[src/rtl/uart_report_arbiter.sv]
// uart_report_arbiter: shares one UART byte transmitter between time, date and alarm reports,
// granting latched requests by fixed priority and sending 4-byte framed snapshots.
module uart_report_arbiter #(
  parameter logic [7:0] HDR_TIME   = 8'hA1,
  parameter logic [7:0] HDR_DATE   = 8'hA2,
  parameter logic [7:0] HDR_ALARM  = 8'hA3,
  parameter int         GAP_CYCLES = 16
) (
  input  logic       clk,
  input  logic       reset,
  input  logic       req_time,
  input  logic       req_date,
  input  logic       req_alarm,
  input  logic [6:0] Hour,
  input  logic [6:0] Min,
  input  logic [6:0] Sec,
  input  logic [6:0] Year,
  input  logic [6:0] Month,
  input  logic [6:0] Day,
  input  logic [6:0] Hour_out,
  input  logic [6:0] Min_out,
  input  logic [6:0] Sec_out,
  output logic [7:0] tx_data,
  output logic       tx_valid,
  input  logic       tx_ready,
  output logic       busy,
  output logic [2:0] grant,
  output logic       ovf
);
  localparam int GW = $clog2(GAP_CYCLES + 1);
  typedef enum logic [1:0] {IDLE, SEND, GAP} state_t;
  state_t st_q;
  logic [2:0] pend_q, pend_d, req, sel, grant_q;
  logic [1:0] idx_q;
  logic [GW-1:0] gap_q;
  logic [20:0] snap_q, snap_d;
  logic [7:0] hdr, tx_data_q;
  logic tx_valid_q, ovf_q;
  // Bit order {alarm, date, time}; priority alarm > time > date.
  always_comb begin
    req = {req_alarm, req_date, req_time};
    sel = (st_q != IDLE) ? 3'b000 : pend_q[2] ? 3'b100 : pend_q[0] ? 3'b001 : pend_q[1] ? 3'b010 : 3'b000;
    pend_d = (pend_q & ~sel) | req;
    snap_d = sel[2] ? {Hour_out, Min_out, Sec_out} : sel[0] ? {Hour, Min, Sec} : {Year, Month, Day};
    hdr = sel[2] ? HDR_ALARM : sel[0] ? HDR_TIME : HDR_DATE;
  end
  always_ff @(posedge clk) begin
    if (reset) begin
      st_q <= IDLE;
      pend_q <= '0;
      grant_q <= '0;
      idx_q <= '0;
      gap_q <= '0;
      snap_q <= '0;
      tx_data_q <= '0;
      tx_valid_q <= 1'b0;
      ovf_q <= 1'b0;
    end else begin
      pend_q <= pend_d;
      if (|(req & pend_q)) ovf_q <= 1'b1;
      case (st_q)
        IDLE: if (|sel) begin
          grant_q <= sel;
          snap_q <= snap_d;
          tx_data_q <= hdr;
          tx_valid_q <= 1'b1;
          idx_q <= '0;
          st_q <= SEND;
        end
        SEND: if (tx_ready) begin
          if (idx_q == 2'd3) begin
            tx_valid_q <= 1'b0;
            grant_q <= '0;
            gap_q <= GW'(GAP_CYCLES - 1);
            st_q <= GAP;
          end else begin
            idx_q <= idx_q + 2'd1;
            tx_data_q <= {1'b0, idx_q == 2'd0 ? snap_q[20:14] : idx_q == 2'd1 ? snap_q[13:7] : snap_q[6:0]};
          end
        end
        GAP: if (gap_q == '0) st_q <= IDLE; else gap_q <= gap_q - 1'b1;
        default: st_q <= IDLE;
      endcase
    end
  end
  assign tx_data = tx_data_q;
  assign tx_valid = tx_valid_q;
  assign grant = grant_q;
  assign ovf = ovf_q;
  assign busy = st_q != IDLE;
endmodule

[config.mk]
export PLATFORM = sky130hd
export DESIGN_NAME = uart_report_arbiter
export DESIGN_NICKNAME = d
export VERILOG_FILES = /design/src/rtl/uart_report_arbiter.sv
export SDC_FILE = /design/constraint.sdc
export NUM_CORES = 1
export LEC_CHECK = 0
export BUFFER_PORTS_ARGS = -buffer_cell sky130_fd_sc_hd__buf_2
export CAP_MARGIN = 20
export CORE_ASPECT_RATIO = 0.6
export CORE_MARGIN = 2
export CORE_UTILIZATION = 50
export CTS_CLUSTER_DIAMETER = 50
export DETAILED_ROUTE_END_ITERATION = 10
export GPL_ROUTABILITY_DRIVEN = 0
export PLACE_DENSITY = 0.9
export SKIP_LAST_GASP = 1
export SYNTH_ARGS = -nofsm -noshare
export SYNTH_HDL_FRONTEND = slang
export SYNTH_SLANG_ARGS = --single-unit
[constraint.sdc]
create_clock -name clk -period 3.95 [get_ports clk]
set_input_delay 0.5925 -clock clk [delete_from_list [all_inputs] [get_ports clk]]
set_output_delay 0.5925 -clock clk [all_outputs]
set_load 0.01 [all_outputs]
==> results.txt, run 1 <==
* Count of flip-flops with a built-in enable after synthesis: 0
- Detailed placement finished with a half-perimeter wire length of 5010 um.
- The number of different library cells used by synthesis comes to 42.
- Worst Path Buf+Inv: 3
* Data required time at the worst endpoint: 3360 ps
- The post-route netlist has 27.3% of its cells at a drive strength greater than 1.
* Post CTS Setup Buffer Count: 0
- Antenna violations before repair: 0
- Clock root buffer: sky130_fd_sc_hd__clkbuf_8
* Predominant post-synthesis flop cell: sky130_fd_sc_hd__dfxtp_1
* Maximum achievable frequency: 441 MHz
- After floorplanning, the core was sized to cover 4980 sq um.
- The critical path is of the reg -> out type.
* Number of primary I/O pins: 83
- Sequential fraction of the synthesis area: 36.2%
* Routed Antenna Nets: 0
- Leakage: 1.31 nW
- Buffers on Ports: 82
- Yosys printed 0 warnings.
- Largest net degree at the start of global routing: 49
* Clock sinks: 46
- Clock-pin slew was measured on the worst setup and hold paths at 80 ps.
- The run finished with clean final reports.
- After clock tree synthesis, the flow added hold-fix buffers numbering 0.
- Number of nets in the finished design: 467
- For the pin with the worst max-slew slack, the measured transition is 827 ps.
* Number of cells upsized or downsized after cts: 0
* CP Max Fanout: 20
- Setup repair after global routing missed its margin: false
- The initial utilization of the core area, before any placement, comes to 51.1%.
* Die Y: 59.2 um
- Std-Cell Rows: 20
- Utilization of the core after routing: 60.7%
- In this run, synthesis produced a sequential element count of 46.
- Across the VDD grid, the largest voltage drop is 0.141 mV.
- Number of fill cells: 455
- Peak per-stage delay on the critical path: 630 ps
- Total design power: 1.17 mW
* Number of cells produced by synthesis: 329
- Global routing used 24.6% of the available tracks across all layers.
- Signal arrival time at the worst endpoint: 1670 ps
- Post-Syn Area: 2540 sq um
- For this design the ratio of total power to cell area is 386 nW/um^2.
* H-tree levels: 2
* Placed Cells incl. Taps: 453
- The max-slew violation count came to 0.
* Crit path launch type: flop
- The area growth from synthesis to layout is 18.9%.
- Antenna diode count: 0
- Setup violations remaining at the end of the flow were counted as 0.
- The via count of the first global-routing pass came to 2343.
- Clock latency on the worst-skew pair, taken at its later pin, is 300 ps.
- Post-Route Setup TNS: 0 ps
* Gr ovfl total: 0
- After the flow finishes, the layout carries non-filler instances totaling 461.
- Mapped Avg Cell Area: 7.73 sq um
- The detailed router placed 2560 vias in this run.
- The first detailed-routing pass ran for 4 iterations.
- In the final routed layout, each cell accounts on average for 14.8 um.
* Detailed-route wire length: 6810 um
- For the finished layout, the period the worst path requires is 2270 ps.
- The setup check on the worst reg-to-reg path leaves a slack of 1980 ps.
* Number of buffers created by CTS: 5
- CP delay by family, top: buffers and inverters
- Die X: 96.1 um
* Min-delay worst type: reg -> reg
* TritonCTS clock tree: yes
- Final critical-path share of the clock period: 57.4%
* Die ar.: 5690 sq um
- After synthesis, the share of flip-flops with an asynchronous set or reset is 0%.
- Traced cell by cell, the critical path runs through nor2_1, buf_4, inv_2, buf_2.
* Worst path slowest cell: sky130_fd_sc_hd__dfxtp_1
- Counting along the longest clock path gives a buffer depth of 2.
- First-pass GRT wire length: 10700 um
- Residual DRC: 0
* Clock tree skew after final layout: 7.15 ps
- The worst pin sits at a relative slew slack of 44.8%.
* Count of endpoints failing hold in the final timing report: 0
- Maximum capacitance violations: 0
- The number of nets in the synthesized netlist is 402.
- Dividing the detail-routed via count by the number of cells gives 5.55.
- After the first detailed-routing iteration, the DRC count stood at 165.
* Final-layout worst hold slack: 452 ps
- STA classifies the critical path endpoint as an output port.
[cell usage after synthesis, types with 2 or more instances]
| cell type | n | area [sq um] |
|---|---|---|
| sky130_fd_sc_hd__buf_1 | 3 | 11.3 |
| sky130_fd_sc_hd__buf_2 | 7 | 35.0 |
| sky130_fd_sc_hd__nand2b_1 | 2 | 12.5 |
| sky130_fd_sc_hd__o21ai_0 | 13 | 65.1 |
| sky130_fd_sc_hd__nor2_1 | 50 | 188 |
| sky130_fd_sc_hd__clkbuf_1 | 11 | 41.3 |
| sky130_fd_sc_hd__nand2_1 | 23 | 86.3 |
| sky130_fd_sc_hd__a22oi_1 | 2 | 15.0 |
| sky130_fd_sc_hd__a221oi_2 | 7 | 105 |
| sky130_fd_sc_hd__nand3_1 | 6 | 30.0 |
| sky130_fd_sc_hd__a221oi_1 | 6 | 52.6 |
| sky130_fd_sc_hd__a31oi_1 | 3 | 18.8 |
| sky130_fd_sc_hd__a211oi_1 | 17 | 128 |
| sky130_fd_sc_hd__ha_1 | 4 | 50.1 |
| sky130_fd_sc_hd__buf_6 | 3 | 33.8 |
| sky130_fd_sc_hd__nor2b_1 | 9 | 56.3 |
| sky130_fd_sc_hd__mux2i_1 | 7 | 70.1 |
| sky130_fd_sc_hd__a21oi_1 | 43 | 215 |
| sky130_fd_sc_hd__nor3_1 | 20 | 100 |
| sky130_fd_sc_hd__inv_1 | 23 | 86.3 |
| sky130_fd_sc_hd__mux2_2 | 2 | 22.5 |
| sky130_fd_sc_hd__dfxtp_1 | 46 | 921 |
| sky130_fd_sc_hd__buf_4 | 3 | 22.5 |
[where the power goes]
group	internal (mW)	switching, mW
clock	0.189	0.164
sequential	0.506	0.0386
combinational	0.115	0.153
[registers in the layout (all words and copies together), names as in the netlist]
register,flops
tx_data,8
ovf,1
pend_q,3
st_q,2
grant,3
idx_q,2
gap_q,5
tx_valid,1
snap_q,21
[worst paths after layout]
kind | startpoint | end | cells after the start
worst max-delay path | st_q[1] | busy | 4
worst max register to register | pend_q[0] | snap_q[6] | 5
worst min-delay path | tx_data[6] | tx_data[6] | 2
worst min register to register | tx_data[6] | tx_data[6] | 2
[placed cells by master (no fill, tap or decap), types with 4 or more instances in the layout]
cell and n:
sky130_fd_sc_hd__nand3_1 6, sky130_fd_sc_hd__ha_1 4, sky130_fd_sc_hd__clkbuf_8 5, sky130_fd_sc_hd__o21ai_0 13
sky130_fd_sc_hd__a221oi_2 7, sky130_fd_sc_hd__nor3_1 20, sky130_fd_sc_hd__inv_1 23, sky130_fd_sc_hd__dfxtp_1 46
sky130_fd_sc_hd__a211oi_1 17, sky130_fd_sc_hd__mux2i_1 7, sky130_fd_sc_hd__nor2b_1 9, sky130_fd_sc_hd__a21oi_1 43
sky130_fd_sc_hd__buf_2 82, sky130_fd_sc_hd__nand2_1 23, sky130_fd_sc_hd__nor2_1 50, sky130_fd_sc_hd__a221oi_1 6
[final cells by class]
type	instances	area, sq um	share of cell area, %
repair buffers	85	433	14.3
well taps	66	82.6	2.73
flip-flops and latches	46	921	30.5
inverters	24	90.1	2.98
clock inverters	2	37.5	1.24
clock buffers	6	72.6	2.40
multi-input cells	232	1390	45.9
[through the flow]
| step | worst slack [ps] | area, sq um |
|---|---|---|
| floorplan | 2310 | 2540 |
| finish | 1680 | 3020 |
| detailed placement | 2040 | 2910 |
| global route | 1590 | 3020 |
| global placement | 2080 | 2910 |
| CTS | 1700 | 3020 |
[worst min-delay path, delay by kind of cell, from the launching register on]
kind | cells | cell delay [ps]
flops | 1 | 310
simple gates | 1 | 50
compound gates | 1 | 50
[cells by family (layout without fill, tap and decap cells)]
logic type | Yosys count | after routing | synth area share (%)
buffers and inverters | 51 | 117 | 9.20
AOI/OAI and AO/OA | 99 | 99 | 26.6
DFF | 46 | 46 | 36.2
muxes | 10 | 10 | 4.23
adders and majority gates | 4 | 4 | 1.97
and+or+nand+nor | 119 | 119 | 21.8
[routing by layer]
layer | share of wire (%) | wire length, um | global-route usage [%]
met1 | 48 | 3280 | 35.1
met4 | 0.50 | 34 | 5.10
met3 | 8.2 | 558 | 7.25
met2 | 43 | 2930 | 37.1
met5 | 0 | 0 | 0
No activity file was read; power rests on OpenSTA's default activity.
==> run 2: changes to the inputs <==
Settings changed: ABC_AREA set to 1.
Clock period 3.95 ns to 2.2 ns, I/O delays scaled along.
==> run 2 against run 1 <==
Against the previous run: first-iteration DRC count up 0.61%; sequential share of layout area is 0.23 points higher; cell count grew 13%; sequential power up 81%; core utilization is 3.7 points higher; highest routed layer unchanged; via count grew 6.7%; synthesized area fell by 2.7%; power up 85%; critical path type is now reg -> reg; combinational power grew 100%.
==> results.txt, run 2 <==
- Counting every instance in the synthesized netlist gives 383.
- Across the routed clock network, the largest skew measured is 7.82 ps.
- Number of pins exceeding their max-slew limit in the final report: 0
- Largest register FFs: 21
- The number of buffers and inverters on the critical path is 1.
- Detailed placement finished with a half-perimeter wire length of 4830 um.
- Setup repair after global routing missed its margin: false
* Peak-usage layer in the global routing report: met2
- Detailed-route wire length: 6520 um
* CP Cell Sequence: nor2_4, o21ai_2, nand2_1, inv_2, a21oi_1, nor2_1
- Final critical-path share of the clock period: 84.4%
- Summing every instance area after synthesis gives 2470 sq um.
- Async S/R FF share, synth: 0%
- After synthesis, the largest area contributor takes up 37.2% of total cell area.
- Leakage: 1.51 nW
* Worst path slowest cell: sky130_fd_sc_hd__dfxtp_1
- Mapped Avg Cell Area: 6.46 sq um
- Among all cell types in the netlist, the one instantiated most often is sky130_fd_sc_hd__nand2_1.
* Data required time at the worst endpoint: 2400 ps
- Met1 usage: 36.1%
* Die Y: 58.5 um
- In this run the worst setup path begins at st_q[1].
* Via count: 2731
* Ranking of synthesized cells by area: sky130_fd_sc_hd__dfxtp_1 (37%), sky130_fd_sc_hd__nand2_1 (14%), sky130_fd_sc_hd__nand3_1 (12%)
* Buffers on Ports: 82
- Residual DRC: 0
- CP Max Fanout: 24
- After routing, the total negative slack on setup checks comes to 0 ps.
- The setup path with the least slack is of type reg -> reg.
- Number of primary I/O pins: 83
- The number of hold buffers added after CTS was 0.
- Across the VDD grid, the largest voltage drop is 0.427 mV.
- Across all register-to-register paths, the minimum setup slack is 340 ps.
- Clock sinks: 46
- Relative to the synthesized area, the layout overhead comes to 21.3%.
- The cell sitting at the root of the clock tree is a sky130_fd_sc_hd__clkbuf_8.
- H-tree levels: 2
- Post-Synthesis Net Count: 456
- Power per standard cell area: 718 nW/um^2
- Predominant post-synthesis flop cell: sky130_fd_sc_hd__dfxtp_1
- Final min period: 1860 ps
- Setup crit end kind: flop
- Hold_sp: req_date
- Post-synthesis cell type with the largest combined area: sky130_fd_sc_hd__dfxtp_1
* Result of the run: completed
- Count of yosys warnings during synthesis: 0
* Count of flip-flops with a built-in enable after synthesis: 0
- Global routing used 25.5% of the available tracks.
- Sequential fraction of the synthesis area: 37.2%
* Maximum capacitance violations: 0
* Vias in the first global route: 2479
- Number of nets in the finished design: 530
* Clock Path Buffers: 2
- Leading cell types in the layout, fill and taps excluded: sky130_fd_sc_hd__nand2_1 (92), sky130_fd_sc_hd__buf_2 (82), sky130_fd_sc_hd__nand3_1 (57)
- Clock slew at reported path FFs: 80 ps
- Leaving out fill and tap cells, the most frequent cell in the layout is sky130_fd_sc_hd__nand2_1.
- Post CTS Setup Buffer Count: 0
- Post-synthesis sequential element count: 46
- First-pass GRT wire length: 11100 um
- In the global route stage, met3 resource usage came out at 5.63%.
* Starting Density: 53.1%
- DRT Pass-1 Iters: 5
* Crit path launch type: flop
- Entering global routing, the biggest net connects 31 pins.
* Post-route insts no fill: 521
* List of most frequent post-synthesis cells: sky130_fd_sc_hd__nand2_1 (92), sky130_fd_sc_hd__nand3_1 (57), sky130_fd_sc_hd__nor2_1 (54)
* Met2 Track Usage GR: 38.8%
- For this run, the slowest stage of the critical path takes 370 ps.
- Routed Antenna Nets: 0
- Detailed Route Iter0 Violations: 166
- In this run, placement finished with an instance count of 513.
- Mean number of vias per cell: 5.24
- STA puts the critical path data arrival time at 2060 ps.
- At the pin with the least slew margin, the transition time is 643 ps.
- The netlist uses 26 different library cells.
* Maximum achievable frequency: 538 MHz
* Count of endpoints failing hold in the final timing report: 0
- The floorplan has 19 rows.
- Gr ovfl total: 0
- Setup violations remaining at the end of the flow were counted as 0.
* TritonCTS clock tree: yes
* Antenna diode count: 0
* Proportion of layout cells with a drive suffix above 1: 24.2%
- Worst slew margin: 57.1%
* Worst R2R Start: st_q[1]
* Number of cells upsized or downsized after cts: 0
* Antenna violations before repair: 0
* Die X: 94.8 um
- The later pin in the worst-skew pair is clocked with a latency of 300 ps.
* CP delay by family, top: simple AND/OR/NAND/NOR gates
- Min-delay worst type: in -> reg
- The die covers 5540 sq um.
- Routed WL per cell: 12.5 um
* Number of buffers created by CTS: 5
- snap_q holds more flip-flops than any other register.
- The region available for standard cell placement spans 4660 sq um.
## run 2: cell types whose count changed after synthesis, moves of 17 or more
| cell | delta |
|---|---|
| sky130_fd_sc_hd__a21oi_1 | -18 |
| sky130_fd_sc_hd__nand2_1 | +69 |
| sky130_fd_sc_hd__nor3_1 | -20 |
| sky130_fd_sc_hd__nand3_1 | +51 |
| sky130_fd_sc_hd__a211oi_1 | -17 |
## run 2: routing by layer
metal	wire [um]	share of wire [%]
met5	0	0
met3	534	8.2
met1	3090	47
met4	92	1.4
met2	2800	43
## run 2: tightest hold or removal path: cells and delay by family
kind            cells  cell delay (ps)
buf+inv             1               90
simple gates        1               70
compound gates      1               40
## run 2: metrics by stage
stage	cell area, sq um	util, %	hold slack (ps)	total power, mW	worst slack [ps]
after floorplan	2470	-	445	1.37	800
after global placement	2890	62.1	451	1.52	456
after detailed placement	2890	62.1	456	1.54	339
after CTS	3000	64.4	251	2.16	330
after global routing	3000	64.4	265	2.28	167
final	3000	64.4	256	2.15	343
## run 2: power by group
part	leakage [nW]	total, mW	switching [mW]	internal (mW)
Sequential	0.380	0.985	0.0588	0.926
Combinational	1.08	0.545	0.337	0.208
Clock	0.0514	0.625	0.286	0.339
## run 2: worst paths after layout
check,to,depth (start not counted)
min,pend_q[1],3
max,snap_q[13],6
min reg2reg,grant[1],2
max reg2reg,snap_q[13],6
## run 2: logic make-up after synthesis
family                     synth area share, %
AOI/OAI and AO/OA                         12.7
adders and majority gates                 2.02
DFF                                       37.2
and+or+nand+nor                           38.7
buffers and inverters                     9.26
## run 2: area by class of cell
| cell class | count | area, sq um |
|---|---|---|
| Clock buffer | 6 | 72.6 |
| Clock inverter | 2 | 37.5 |
| Fill cell | 436 | 1660 |
| Inverter | 36 | 135 |
| Multi-Input combinational cell | 283 | 1320 |
| Sequential cell | 46 | 921 |
| Tap cell | 63 | 78.8 |
| Timing Repair Buffer | 85 | 433 |
